==> config.mk <==
export PLATFORM = sky130hd
export DESIGN_NAME = wide_alu_sequencer
export DESIGN_NICKNAME = d
export VERILOG_FILES = /design/src/rtl/wide_alu_sequencer_pkg.sv /design/src/rtl/wide_alu_sequencer.sv
export SDC_FILE = /design/constraint.sdc
export NUM_CORES = 1
export LEC_CHECK = 0
export ABC_CLOCK_PERIOD_IN_PS = 4200
export CAP_MARGIN = 40
export CORE_ASPECT_RATIO = 1.25
export CORE_UTILIZATION = 43
export CTS_CLUSTER_SIZE = 28
export DETAILED_ROUTE_END_ITERATION = 16
export PLACE_DENSITY = 0.73
export SLEW_MARGIN = 20
export SYNTH_ARGS = -nofsm -noshare
export SYNTH_HDL_FRONTEND = slang
export SYNTH_SLANG_ARGS = --single-unit
==> constraint.sdc <==
create_clock -name clk -period 4.2 [get_ports clk]
set_clock_uncertainty 0.15 [all_clocks]
set_input_delay 0.63 -clock clk [delete_from_list [all_inputs] [get_ports clk]]
set_output_delay 0.63 -clock clk [all_outputs]
set_load 0.02 [all_outputs]
==> src/rtl/wide_alu_sequencer_pkg.sv <==
// Shared opcode encodings and word-size constants for the wide ALU sequencer
// and the 16-bit ALU it drives.
package wide_alu_sequencer_pkg;

    localparam int WORD_SIZE = 32;
    localparam int HALF_SIZE = WORD_SIZE / 2;
    localparam int OP_WIDTH  = 4;

    typedef logic [OP_WIDTH-1:0] opcode_t;

    localparam opcode_t OP_ADD = 4'h0;
    localparam opcode_t OP_SUB = 4'h1;
    localparam opcode_t OP_TCP = 4'h2;
    localparam opcode_t OP_NOT = 4'h3;
    localparam opcode_t OP_AND = 4'h4;
    localparam opcode_t OP_ORR = 4'h5;
    localparam opcode_t OP_SHL = 4'h6;
    localparam opcode_t OP_SHR = 4'h7;
    localparam opcode_t OP_LHI = 4'h8;

    // OP_LHI has an encoding but no two-pass sequence, so it is rejected.
    function automatic logic op_supported(input opcode_t op);
        case (op)
            OP_ADD, OP_SUB, OP_TCP, OP_NOT,
            OP_AND, OP_ORR, OP_SHL, OP_SHR: return 1'b1;
            default:                        return 1'b0;
        endcase
    endfunction

    function automatic logic op_chained(input opcode_t op);
        return (op == OP_ADD) || (op == OP_SUB) || (op == OP_TCP);
    endfunction

endpackage

==> src/rtl/wide_alu_sequencer.sv <==
// Runs a 32-bit operation as two passes (low half, then high half) through an
// external 16-bit combinational ALU, chaining carry/borrow between the passes.
module wide_alu_sequencer
    import wide_alu_sequencer_pkg::*;
(
    input  logic                 clk,
    input  logic                 reset,
    input  logic                 req_valid,
    output logic                 req_ready,
    input  logic [OP_WIDTH-1:0]  req_op,
    input  logic [WORD_SIZE-1:0] req_a,
    input  logic [WORD_SIZE-1:0] req_b,
    output logic                 rsp_valid,
    input  logic                 rsp_ready,
    output logic [WORD_SIZE-1:0] rsp_c,
    output logic                 rsp_cout,
    output logic [1:0]           rsp_compare,
    output logic                 rsp_err,
    output logic [HALF_SIZE-1:0] alu_a,
    output logic [HALF_SIZE-1:0] alu_b,
    output logic                 alu_cin,
    output logic [OP_WIDTH-1:0]  alu_op,
    input  logic [HALF_SIZE-1:0] alu_c,
    input  logic                 alu_cout,
    input  logic [1:0]           alu_compare
);

    typedef enum logic [1:0] {ST_IDLE, ST_LO, ST_HI, ST_RESP} state_t;

    state_t               r_state;
    opcode_t              r_op;
    logic [WORD_SIZE-1:0] r_a;
    logic [WORD_SIZE-1:0] r_b;
    logic [HALF_SIZE-1:0] r_lo_c;
    logic                 r_lo_cout;
    logic                 r_rsp_valid;
    logic [WORD_SIZE-1:0] r_rsp_c;
    logic                 r_rsp_cout;
    logic [1:0]           r_rsp_compare;
    logic                 r_rsp_err;

    logic                 w_in_lo;
    logic                 w_in_hi;
    logic [HALF_SIZE-1:0] w_a_half;
    logic [HALF_SIZE-1:0] w_b_half;
    logic [WORD_SIZE-1:0] w_result;
    logic                 w_cout;
    logic [1:0]           w_compare;
    logic                 w_unused_compare;

    assign w_in_lo  = (r_state == ST_LO);
    assign w_in_hi  = (r_state == ST_HI);
    assign w_a_half = w_in_hi ? r_a[WORD_SIZE-1:HALF_SIZE] : r_a[HALF_SIZE-1:0];
    assign w_b_half = w_in_hi ? r_b[WORD_SIZE-1:HALF_SIZE] : r_b[HALF_SIZE-1:0];

    // The ALU's own compare is per-half and meaningless for the full word.
    assign w_unused_compare = ^alu_compare;

    always_comb begin
        // NOTE: every output gets a default first, so no path can infer a latch.
        alu_a   = '0;
        alu_b   = '0;
        alu_cin = 1'b0;
        alu_op  = OP_ADD;
        if (w_in_lo || w_in_hi) begin
            if (r_op == OP_TCP) begin
                alu_b  = w_a_half;
                alu_op = OP_SUB;
            end else begin
                alu_a  = w_a_half;
                alu_b  = w_b_half;
                alu_op = r_op;
            end
            alu_cin = w_in_hi && op_chained(r_op) && r_lo_cout;
        end
    end

    // Per-half shifts lose the bit that crosses the half boundary; restore it.
    always_comb begin
        w_result = {alu_c, r_lo_c};
        if (r_op == OP_SHL) w_result[HALF_SIZE]   = r_a[HALF_SIZE-1];
        if (r_op == OP_SHR) w_result[HALF_SIZE-1] = r_a[HALF_SIZE];
        w_cout    = ((r_op == OP_ADD) || (r_op == OP_SUB)) ? alu_cout : 1'b0;
        w_compare = 2'b00;
        if ((r_op == OP_SUB) && (w_result != '0))
            w_compare = {1'b1, w_result[WORD_SIZE-1]};
    end

    // NOTE: all sequential state uses non-blocking assignments.
    always_ff @(posedge clk or posedge reset) begin
        if (reset) begin
            r_state       <= ST_IDLE;
            r_op          <= OP_ADD;
            r_a           <= '0;
            r_b           <= '0;
            r_lo_c        <= '0;
            r_lo_cout     <= 1'b0;
            r_rsp_valid   <= 1'b0;
            r_rsp_c       <= '0;
            r_rsp_cout    <= 1'b0;
            r_rsp_compare <= 2'b00;
            r_rsp_err     <= 1'b0;
        end else begin
            case (r_state)
                ST_IDLE: begin
                    if (req_valid) begin
                        r_op <= req_op;
                        r_a  <= req_a;
                        r_b  <= req_b;
                        if (op_supported(req_op)) begin
                            r_state <= ST_LO;
                        end else begin
                            r_rsp_c       <= '0;
                            r_rsp_cout    <= 1'b0;
                            r_rsp_compare <= 2'b00;
                            r_rsp_err     <= 1'b1;
                            r_rsp_valid   <= 1'b1;
                            r_state       <= ST_RESP;
                        end
                    end
                end
                ST_LO: begin
                    r_lo_c    <= alu_c;
                    r_lo_cout <= alu_cout;
                    r_state   <= ST_HI;
                end
                ST_HI: begin
                    r_rsp_c       <= w_result;
                    r_rsp_cout    <= w_cout;
                    r_rsp_compare <= w_compare;
                    r_rsp_err     <= 1'b0;
                    r_rsp_valid   <= 1'b1;
                    r_state       <= ST_RESP;
                end
                ST_RESP: begin
                    if (rsp_ready) begin
                        r_rsp_valid <= 1'b0;
                        r_state     <= ST_IDLE;
                    end
                end
                default: r_state <= ST_IDLE;
            endcase
        end
    end

    assign req_ready   = (r_state == ST_IDLE);
    assign rsp_valid   = r_rsp_valid;
    assign rsp_c       = r_rsp_c;
    assign rsp_cout    = r_rsp_cout;
    assign rsp_compare = r_rsp_compare;
    assign rsp_err     = r_rsp_err;

endmodule

# Word-level counts from Yosys, hierarchy flattened
# Index checks and enable logic that the tools add are counted.
# classes
n_eq_ne	10
mux	34
n_reduce_logical	15
# ops
op	n
$mux 16	6
$mux 32	2
$pmux 32 s2	1
$reduce_bool 32->1	1
$mux 1	12
$mux 2	6
$eq 4x3->1 const B	2
$mux 4	2
$pmux 2 s4	1
$ne 2x2->1 const B	3
$eq 2x2->1 const B	2
$eq 4x1->1 const B	1
$eq 4x2->1 const B	1
$logic_not 4->1	1
$pmux 1 s2	2
$pmux 2 s2	1
$reduce_and 2->1	2
$reduce_and 4->1	1
$logic_and 1x1->1	3
$logic_or 1x1->1	3
$pmux 1 s3	1
$reduce_and 3->1	1
$reduce_bool 3->1	1
$eq 2x1->1 const B	1
2 further kinds	2
# word_totals
out_inout_bits	75
regBits	124
inputBits	91
wordCells	70

# Longest topological paths before layout
# logic_depth
word_depth	6
mapped_depth	8
ltp_nobuf	6

# Worst setup path before layout
# Ideal clock, no wire load.
# synth_timing
kind	register to output
from	register r_op[0]
to	output alu_b[10]
required_ns	3.420
arrival_time_ns	2.024
stages_incl_launch_ff	6
setup_slack_ns	1.396
n_path_buf	2
cell_sequence	dfrtp_1 -> buf_2 -> nor4_4 -> buf_6 -> mux4_1 -> and2_1
# synth_via
elab_chain_len	3
# synth_lines
item	line_no	source
start, declared	wide_alu_sequencer.sv:31	opcode_t r_op;
start signal, assigned	wide_alu_sequencer.sv:107	r_op <= req_op;
$eq 4x2->1	wide_alu_sequencer.sv:66	if (r_op == OP_TCP) begin
$mux 16	wide_alu_sequencer.sv:66	
$mux 16	wide_alu_sequencer.sv:65	if (w_in_lo || w_in_hi) begin
end, declared	wide_alu_sequencer.sv:20	output logic [HALF_SIZE-1:0] alu_b,
# Every way passes these cells.

# Worst setup path after layout
# layout_timing
from	register r_state[0]
to	output alu_cin
# layout_via
elab_chain_len	4
word_cells_on_any_way	6
classes_between	2 x eq/ne; 1 x mux; 3 x reduce/logical
# layout_lines
item	line_no	source
start, declared	wide_alu_sequencer.sv:30	state_t r_state;
start signal, assigned	wide_alu_sequencer.sv:92	r_state <= ST_IDLE;
start signal, assigned	wide_alu_sequencer.sv:111	r_state <= ST_LO;
start signal, assigned	wide_alu_sequencer.sv:118	r_state <= ST_RESP;
$eq 2x2->1	wide_alu_sequencer.sv:52	assign w_in_hi = (r_state == ST_HI);
$logic_and 1x1->1 (2 in series)	wide_alu_sequencer.sv:74	alu_cin = w_in_hi && op_chained(r_op) && r_lo_cout;
$mux 1 (*)	wide_alu_sequencer.sv:65	
end, declared	wide_alu_sequencer.sv:21	output logic alu_cin,
# Every way passes the cells marked *; elsewhere a longest branch is shown, timed or not.

==> reports/summary.txt <==
register bit total from synthesis -> 124
layout cells sized above 1 -> 20.6%
most numerous cell on the critical path -> inv_1
CP endpoint kind -> primary output
Detail Route Antenna Nets -> 0
Via density -> 5.10
FILL cells -> 971
CTS tree -> done
crit path kind -> reg2out
net switching power -> 2.63 mW
io pins -> 166
sequential cell area -> 3100 um^2
layout net count -> 709
footprint of the multi-input gates -> 2470 um^2
WHS Path Cells -> 2
most frequent cell after synthesis -> dfrtp_1
DRT Pass-1 Iters -> 6
Commonest cells post-synth -> dfrtp_1 (124), mux2_2 (84), nand2_1 (66)
Relative slew margins -> 48.2%
Die W -> 105 um
TritonCTS Buffers -> 17
Post-CTS Setup Repair Bufs -> 0
largest cells by area after synthesis -> dfrtp_1 (54%), mux2_2 (17%), mux4_1 (6.4%), nand2_1 (4.3%), mux2i_1 (3.2%)
RSZ-0062 raised after global routing -> no
synthesis-to-finish area growth -> 42.5%
worst path bufs/invs -> 3
fin crit share -> 88.3%
pwr dens -> 885 nW/um^2
Ant. Diodes -> 0
H-Tree Depth -> 4
CTS clock-pin slew for the worst setup and hold paths -> 0.05 ns
setup TNS -> 0 ns
worst setup path start -> r_state[0]
post-CTS sizing -> 0
die area -> 13800 um^2
Worst R2R Start -> r_state[0]
worst slew pin tran -> 0.777 ns
worst skew pair latency -> 0.40 ns
Post-Syn Area per Cell -> 12.6 um^2
Iter 0 DRT Violations -> 107
Worst path depth -> 6
Most used DFF post-synth -> dfrtp_1
fraction of registers with async set/reset -> 100%
drt wl/cell -> 16.6 um
CTS Sinks -> 124
Initial Util -> 44.5%
dpl hpwl -> 9.04 mm
DRC viols -> 0
status -> complete, no violations
first-pass GRT wire length -> 21.5 mm
Max Cap Viol -> 0
net switching fraction of the power -> 36.4%
post-cts hold buffer count -> 0
Flop pwr share -> 30.0%
worst path cell trace -> inv_1 -> ha_4 -> inv_1 -> or3_1 -> a211oi_1 -> clkdlybuf4s50_1
Clock Power Share -> 20.8%
YS warnings -> 0
Routed WL -> 13.2 mm
pre-CTS WS -> 0.914 ns
Setup WS post-layout -> 0.490 ns
Leak Pwr -> 3.37 nW
final worst path period need -> 3.71 ns
worst min path class -> reg2reg
Synth Cell Area -> 5710 um^2
Mapped Cells -> 453
largest net degree at the start of global routing -> 74
top cell type's share of synthesized area -> 54.3%
Root Driver -> clkbuf_16
Vias -> 4047
syn_nets -> 549
CTS max path bufs -> 2
Post-synth EDFFs -> 0
Reg2Reg Depth -> 7
post-synth top area cell -> dfrtp_1
core area -> 12800 um^2
slowest cell on the critical path -> clkdlybuf4s50_1
Largest stage delay, worst path -> 0.65 ns
hold path startpoint -> rsp_c[14]
post-synthesis sequential area ratio -> 54.3%
Tot GR Track Use -> 20.3%
worst vdd ir -> 0.476 mV
Logic pwr share -> 49.2%
crit path DAT -> 2.93 ns
# port buffers -> 163
die height -> 131 um
crit start category -> register
Worst EP required -> 3.42 ns
Cell Rows -> 46
vias in the first global route -> 4258
top cell family by delay on the critical path -> buffers and inverters
GP Congestion -> 0.739
count of final hold-check violations -> 0
crit-path max FO -> 36
Final Slew Violations -> 0
Final setup viols -> 0
initial antenna violation count -> 0
f_max -> 0.270 GHz
total grt overflow -> 0
P_int -> 4.58 mW
synth unique cells -> 36
## worst min-delay path, delay by kind of cell, from the launching register on
kind / cells / cell delay (ns)
AND/OR/NAND/NOR: 1 / 0.04
flip-flops: 1 / 0.34
AO/OA/AOI/OAI: 1 / 0.06
## kinds of logic after synthesis
group | share of synthesized area, %
AOI/OAI and AO/OA | 4.89
adders and majority gates | 1.10
buffers and inverters | 2.85
DFF | 54.3
muxes | 26.9
and+or+nand+nor | 9.90
## final timing paths
path	to	slack, ns
max	alu_cin	0.49
min	rsp_c[14]	0.32
max reg2reg	rsp_c[25]	1.66
min reg2reg	rsp_c[14]	0.32
max in group asynchronous	r_op[2]	2.55
min in group asynchronous	rsp_c[20]	0.51
## stage by stage
| step | utilization, % | std cells | power, mW | instance area, um^2 | hold slack (ns) |
|---|---|---|---|---|---|
| after floorplan | - | 453 | 4.30 | 5710 | 0.320 |
| after global placement | 58.6 | 762 | 5.65 | 7530 | 0.312 |
| after detailed placement | 58.6 | 762 | 5.75 | 7530 | 0.321 |
| after CTS | 63.4 | 794 | 7.28 | 8140 | 0.334 |
| after global routing | 63.4 | 794 | 7.63 | 8140 | 0.346 |
| final | 63.4 | 794 | 7.20 | 8140 | 0.323 |
## layer usage
layer | global-route usage (%) | routed length, um
met5 | 0 | 0
met4 | 7.54 | 215
met3 | 7.99 | 1060
met2 | 34.8 | 6580
met1 | 23.0 | 5320
## power groups by stage
stage | Sequential, mW | Combinational [mW] | Clock [mW]
after floorplan | 2.23 | 2.07 | 0
after global placement | 2.14 | 3.51 | 0
after detailed placement | 2.18 | 3.57 | 0
after CTS | 2.16 | 3.59 | 1.52
after global routing | 2.24 | 3.81 | 1.58
final | 2.16 | 3.54 | 1.50
## cells in the final DEF, fill, tap and decap left out, types with 2 or more instances in the layout
cell type        netlist  final
clkdlybuf4s50_1        0    163
dfrtp_1              124    124
mux2_2                84     84
nand2_1               66     65
o21ai_0               36     36
mux2i_1               18     18
nor2_1                18     18
and2_1                18     18
clkbuf_16              0     17
mux4_1                14     14
nor4_1                 7      7
inv_1                  7      6
buf_4                  1      5
ha_1                   5      4
clkinvlp_4             0      4
clkbuf_8               0      3
bufinv_16              0      3
a21oi_1                3      2
mux4_2                 2      2
a22o_1                 2      2
and4_1                 2      2
a32o_1                 2      2
a21o_1                 2      2
clkinv_2               0      2
clkbuf_1              14      2
buf_12                 0      2
## state kept, by name, summed over array words and instances, names as in the netlist
| signal | flops |
|---|---|
| r_state | 2 |
| rsp_err | 1 |
| r_b | 32 |
| rsp_cout | 1 |
| rsp_c | 32 |
| rsp_valid | 1 |
| r_a | 32 |
| r_lo_c | 16 |
| rsp_compare | 2 |
| r_lo_cout | 1 |
| r_op | 4 |
## cell type report
| class | count | share of cell area (%) |
|---|---|---|
| multi-input combinational | 292 | 30.4 |
| tap | 168 | 2.58 |
| timing repair buffer | 170 | 21.0 |
| clock buffer | 22 | 5.83 |
| clock inverter | 10 | 1.71 |
| inverter | 8 | 0.400 |
| sequential | 124 | 38.1 |
(Power assumes the default switching activity.)
